## config.mk

```make
export PLATFORM = sky130hd
export DESIGN_NAME = pipe_stage_reg
export DESIGN_NICKNAME = d
export VERILOG_FILES = /design/src/rtl/pipe_pkg.sv /design/src/rtl/pipe_entry_reg.sv /design/src/rtl/pipe_stage_reg.sv
export SDC_FILE = /design/constraint.sdc
export NUM_CORES = 1
export LEC_CHECK = 0
export ABC_AREA = 1
export CAP_MARGIN = 20
export CORE_MARGIN = 10
export CORE_UTILIZATION = 56
export DETAILED_ROUTE_END_ITERATION = 7
export GPL_ROUTABILITY_DRIVEN = 0
export HOLD_SLACK_MARGIN = 0.03
export PLACE_DENSITY = 0.95
export SYNTH_ARGS = -nofsm -noshare
export SYNTH_HDL_FRONTEND = slang
export SYNTH_HIERARCHICAL = 1
export SYNTH_SLANG_ARGS = --single-unit
```

## constraint.sdc

```tcl
create_clock -name clk -period 4.6 [get_ports clk]
set_input_delay 0.69 -clock clk [delete_from_list [all_inputs] [get_ports clk]]
set_output_delay 0.69 -clock clk [all_outputs]
set_load 0.02 [all_outputs]
```

## src/rtl/pipe_pkg.sv

```systemverilog
// Shared constants for the generic handshaked inter-stage register.
// Holds the state encoding, the default NOP payload and the bubble counter width.
package pipe_pkg;

  // Encoded as {skid.valid, main.valid}; 2'b10 cannot occur.
  typedef enum logic [1:0] {
    ST_EMPTY = 2'b00,
    ST_ONE   = 2'b01,
    ST_FULL  = 2'b11
  } pipe_state_e;

  localparam logic [31:0] PIPE_NOP     = 32'h0000_0000;
  localparam int          BUBBLE_CNT_W = 16;

endpackage

```

## src/rtl/pipe_entry_reg.sv

```systemverilog
// One {valid, pc, data} slot of the stage register.
// Clear wins over load; an empty slot always holds pc=0 and the NOP payload.
module pipe_entry_reg
  import pipe_pkg::*;
#(
  parameter int                PC_W    = 32,
  parameter int                DATA_W  = 32,
  parameter logic [DATA_W-1:0] NOP_VAL = DATA_W'(PIPE_NOP)
) (
  input  logic              clk_i,
  input  logic              rst_ni,
  input  logic              load_i,
  input  logic              clear_i,
  input  logic [PC_W-1:0]   pc_i,
  input  logic [DATA_W-1:0] data_i,
  output logic              valid_o,
  output logic [PC_W-1:0]   pc_o,
  output logic [DATA_W-1:0] data_o
);

  logic              valid_q;
  logic [PC_W-1:0]   pc_q;
  logic [DATA_W-1:0] data_q;

  // Slot storage: clear empties the slot, load captures a new entry.
  always_ff @(posedge clk_i or negedge rst_ni) begin
    if (!rst_ni) begin
      valid_q <= 1'b0;
      pc_q    <= '0;
      data_q  <= NOP_VAL;
    end else if (clear_i) begin
      valid_q <= 1'b0;
      pc_q    <= '0;
      data_q  <= NOP_VAL;
    end else if (load_i) begin
      valid_q <= 1'b1;
      pc_q    <= pc_i;
      data_q  <= data_i;
    end
  end

  assign valid_o = valid_q;
  assign pc_o    = pc_q;
  assign data_o  = data_q;

endmodule

```

## src/rtl/pipe_stage_reg.sv

```systemverilog
// Generic valid/ready inter-stage register with a 2-entry skid buffer.
// Optional macro PIPE_STAGE_REG_BUBBLE_CNT_EN adds a saturating bubble_cnt port.
module pipe_stage_reg
  import pipe_pkg::*;
#(
  parameter int                PC_W    = 32,
  parameter int                DATA_W  = 32,
  parameter logic [DATA_W-1:0] NOP_VAL = DATA_W'(PIPE_NOP)
) (
  input  logic              clk,
  input  logic              rst,
  input  logic              flush,
  input  logic              in_valid,
  output logic              in_ready,
  input  logic [PC_W-1:0]   in_pc,
  input  logic [DATA_W-1:0] in_data,
  output logic              out_valid,
  input  logic              out_ready,
  output logic [PC_W-1:0]   out_pc,
  output logic [DATA_W-1:0] out_data
`ifdef PIPE_STAGE_REG_BUBBLE_CNT_EN
  ,
  output logic [BUBBLE_CNT_W-1:0] bubble_cnt
`endif
);

  logic              main_v;
  logic [PC_W-1:0]   main_pc;
  logic [DATA_W-1:0] main_data;
  logic              skid_v;
  logic [PC_W-1:0]   skid_pc;
  logic [DATA_W-1:0] skid_data;

  logic              main_load;
  logic              main_clear;
  logic [PC_W-1:0]   main_pc_d;
  logic [DATA_W-1:0] main_data_d;
  logic              skid_load;
  logic              skid_clear;
  logic              skid_v_d;

  logic              in_ready_q;
  logic              in_fire;
  logic              out_fire;
  pipe_state_e       state;

  assign state    = pipe_state_e'({skid_v, main_v});
  assign in_fire  = in_valid & in_ready_q;
  assign out_fire = main_v & out_ready;

  // Next-slot control; flush outranks every transfer and drops the input.
  always_comb begin
    main_load   = 1'b0;
    main_clear  = 1'b0;
    main_pc_d   = in_pc;
    main_data_d = in_data;
    skid_load   = 1'b0;
    skid_clear  = 1'b0;
    skid_v_d    = skid_v;
    if (flush) begin
      main_clear = 1'b1;
      skid_clear = 1'b1;
      skid_v_d   = 1'b0;
    end else begin
      unique case (state)
        ST_EMPTY: begin
          if (in_fire) main_load = 1'b1;
        end
        ST_ONE: begin
          if (in_fire && out_fire) begin
            main_load = 1'b1;
          end else if (in_fire) begin
            skid_load = 1'b1;
            skid_v_d  = 1'b1;
          end else if (out_fire) begin
            main_clear = 1'b1;
          end
        end
        ST_FULL: begin
          if (out_fire) begin
            main_load   = 1'b1;
            main_pc_d   = skid_pc;
            main_data_d = skid_data;
            skid_clear  = 1'b1;
            skid_v_d    = 1'b0;
          end
        end
        default: begin
          main_clear = 1'b1;
          skid_clear = 1'b1;
          skid_v_d   = 1'b0;
        end
      endcase
    end
  end

  pipe_entry_reg #(
    .PC_W    (PC_W),
    .DATA_W  (DATA_W),
    .NOP_VAL (NOP_VAL)
  ) u_main (
    .clk_i   (clk),
    .rst_ni  (rst),
    .load_i  (main_load),
    .clear_i (main_clear),
    .pc_i    (main_pc_d),
    .data_i  (main_data_d),
    .valid_o (main_v),
    .pc_o    (main_pc),
    .data_o  (main_data)
  );

  pipe_entry_reg #(
    .PC_W    (PC_W),
    .DATA_W  (DATA_W),
    .NOP_VAL (NOP_VAL)
  ) u_skid (
    .clk_i   (clk),
    .rst_ni  (rst),
    .load_i  (skid_load),
    .clear_i (skid_clear),
    .pc_i    (in_pc),
    .data_i  (in_data),
    .valid_o (skid_v),
    .pc_o    (skid_pc),
    .data_o  (skid_data)
  );

  // Registered ready: accept whenever the skid slot will be free next cycle.
  always_ff @(posedge clk or negedge rst) begin
    if (!rst) in_ready_q <= 1'b0;
    else      in_ready_q <= ~skid_v_d;
  end

  assign in_ready  = in_ready_q;
  assign out_valid = main_v;
  assign out_pc    = main_pc;
  assign out_data  = main_data;

`ifdef PIPE_STAGE_REG_BUBBLE_CNT_EN
  logic [BUBBLE_CNT_W-1:0] bubble_q;

  // Saturating count of cycles where downstream waited on an empty stage.
  always_ff @(posedge clk or negedge rst) begin
    if (!rst) begin
      bubble_q <= '0;
    end else if (!main_v && out_ready && (bubble_q != '1)) begin
      bubble_q <= bubble_q + BUBBLE_CNT_W'(1);
    end
  end

  assign bubble_cnt = bubble_q;
`endif

endmodule

```

==> impl_metrics.env <==
export IMPL_status="complete, no violations"
export IMPL_comb_power_share=0.138
export IMPL_die_x_um=128
export IMPL_switching_share=0.256
export IMPL_path_clk_slew_ns=0.06
export IMPL_die_area_sq_um=16500
export IMPL_clock_fmax_mhz=365
export IMPL_post_cts_buffers=0
export IMPL_fin_util=0.735
export IMPL_cts_path_max_buffers=2
export IMPL_critPathRequiredTime_ns=4.95
export IMPL_initial_core_util=0.574
export IMPL_ys_types=16
export IMPL_clock_sinks=131
export IMPL_dieHeight_um=128
export IMPL_max_slew_margin=0.378
export IMPL_ir_drop_mv=0.371
export IMPL_worst_hold_slack_ns=0.352
export IMPL_hold_buffers=0
export IMPL_grt_pass1_wl_mm=28.5
export IMPL_design_core_area_sq_um=11500
export IMPL_rows=39
export IMPL_hpwl_mm=10.7
export IMPL_fin_worst_skew_ns=0.00742
export IMPL_cts_buffers=17
export IMPL_finalSetupViolCount=0
export IMPL_drt_wl_total_mm=17.3
export IMPL_wire_per_inst_um=16.3
export IMPL_path_class="flip-flop to flip-flop"
export IMPL_p_int_uw=2300
export IMPL_drv_cap=0
export IMPL_grt_max_degree=104
export IMPL_min_period_over_period=0.596
export IMPL_area_delta_synth_final_pct=28.0
export IMPL_drtIter0Drc=422
export IMPL_port_buffers=134
export IMPL_max_slew_worst_pin_slew_ns=0.932
export IMPL_firstDrtPassIters=5
export IMPL_syn_mean_instance_area_sq_um=8.24
export IMPL_cts_root_buffer="clkbuf_16"
export IMPL_p_leak_uw=0.00428
export IMPL_powerDensity_nw_per_um2=367
export IMPL_setup_tns_final_ns=0
export IMPL_synth_seq_cells=131
export IMPL_drive_gt1_frac=0.124
export IMPL_place_inst=1030
export IMPL_grt_pass1_vias=5692
export IMPL_ant_nets=0
export IMPL_ys_warn_count=6
export IMPL_grt_antenna_before_repair=0
export IMPL_ctsHtreeMaxLevel=4
export IMPL_cts_tree="done"
export IMPL_synthesis_nets=873
export IMPL_layout_nets=982
export IMPL_rsz0062_at_grt="false"
export IMPL_drc=0
export IMPL_power_uw=3090
export IMPL_ios=135
export IMPL_seqPwrFrac=0.397
export IMPL_clockPowerShare=0.466
export IMPL_ys_seq_area_frac=0.498
export IMPL_p_switching_uw=791
export IMPL_crit_arrival_ns=3.09
export IMPL_end_kind="flip-flop"
export IMPL_final_cell_count_no_fill=1064
export IMPL_viasPerCell=5.36
export IMPL_hold_viol_final=0
export IMPL_crit_path_start_kind="flip-flop"
export IMPL_insertion_delay_ns=0.42
export IMPL_cts_repair_resized=0
export IMPL_synthesis_area_sq_um=6590
export IMPL_layout_min_cycle_time_ns=2.74
export IMPL_crit_fanout=38
export IMPL_finalMaxSlewViolations=0
export IMPL_syn_inst=799
export IMPL_diodes=0
export IMPL_grt_overflow_total=0
export IMPL_worstHoldPathType="primary input to asynchronous set/reset pin"
export IMPL_gr_usage_all_layers=0.212
export IMPL_via_count=5708
[final cells by class]
class	count	area (sq um)
clock inverter	13	183
timing repair buffer	142	1440
sequential	131	3280
inverter	73	274
clock buffer	19	453
fill	778	3040
tap	143	179
multi-input combinational	543	2620
[worst max-delay path, stage by stage (launching register included)]
cell and delay, ns:
dfrtp_1 0.49, inv_1 0.13, ha_1 0.32, a21oi_1 0.14
o21ai_0 0.23, nor2_4 0.62, buf_4 0.49, nand2_1 0.13
nand2_1 0.10
[synth_stat cells]
cell type / instances / share of area
buf_4: 8 / 0.0091
buf_2: 20 / 0.015
nand3b_4: 1 / 0.0030
nand2_2: 1 / 0.00095
ha_1: 5 / 0.0095
o21ai_2: 64 / 0.085
nand3_1: 131 / 0.10
inv_2: 3 / 0.0017
nor2_1: 7 / 0.0040
nand2_1: 328 / 0.19
o21ai_0: 1 / 0.00076
inv_1: 70 / 0.040
buf_6: 24 / 0.041
nor2_4: 2 / 0.0034
a21oi_1: 3 / 0.0023
dfrtp_1: 131 / 0.50
[logic make-up (layout without fill, tap and decap cells)]
kind of cell               Yosys count  in the layout  synth area share
and+or+nand+nor                    470            470             0.298
DFF                                131            131             0.498
buffers and inverters              125            247             0.107
AOI/OAI and AO/OA                   68             68            0.0881
adders and majority gates            5              5           0.00950
[state kept, by name, summed over array words and instances (netlist names)]
name            flops
u_main/pc_o        32
in_ready            1
u_main/valid_o      1
u_main/data_o      32
u_skid/valid_o      1
u_skid/data_o      32
u_skid/pc_o        32
[power by group through the flow]
| stage | registers, uW | logic (uW) | clock network (uW) |
|---|---|---|---|
| after floorplan | 1280 | 182 | 0 |
| after global placement | 1240 | 408 | 0 |
| after detailed placement | 1250 | 417 | 0 |
| after CTS | 1230 | 421 | 1460 |
| after global routing | 1230 | 461 | 1510 |
| final | 1230 | 425 | 1440 |
[through the flow]
step           setup slack (ns)  area, sq um
5_1_grt                    1.60         8430
6_report                   1.86         8430
4_1_cts                    1.86         8390
3_3_place_gp               1.72         7750
3_5_place_dp               1.64         7750
2_1_floorplan              2.72         6590
[worst paths after layout]
path                                start                end  slack, ns  cells after the start
max in group asynchronous             rst  u_main/data_o[31]       3.30                      2
max reg2reg                u_main/valid_o  u_main/data_o[29]       1.86                      8
min in group clk           u_main/pc_o[6]     u_main/pc_o[6]       0.47                      2
min reg2reg                u_main/pc_o[6]     u_main/pc_o[6]       0.47                      2
max                        u_main/valid_o  u_main/data_o[29]       1.86                      8
min                                   rst           in_ready       0.35                      1
[per-layer routing]
layer	wire, um	vias to the layer above	part of all wire	global-route usage
li1	-	2724	-	-
met1	6960	2721	0.40	0.251
met2	8570	221	0.49	0.345
met3	1210	42	0.070	0.0612
met4	609	0	0.035	0.107
met5	0	-	0	0
[layout by cell type, fill, tap and decap left out]
master / count
nand2_2: 1
clkdlybuf4s50_1: 133
clkbuf_8: 2
o21ai_2: 64
inv_1: 70
nor2_4: 3
clkinvlp_4: 4
clkbuf_16: 17
ha_1: 5
dfrtp_1: 131
buf_12: 3
nand3b_4: 1
a21oi_1: 2
o21ai_0: 1
clkinv_2: 3
buf_6: 1
inv_2: 3
clkinv_4: 2
buf_4: 5
bufinv_16: 4
nand3_1: 131
nand2_1: 328
nor2_1: 6
a21oi_4: 1
(Power assumes the default switching activity.)
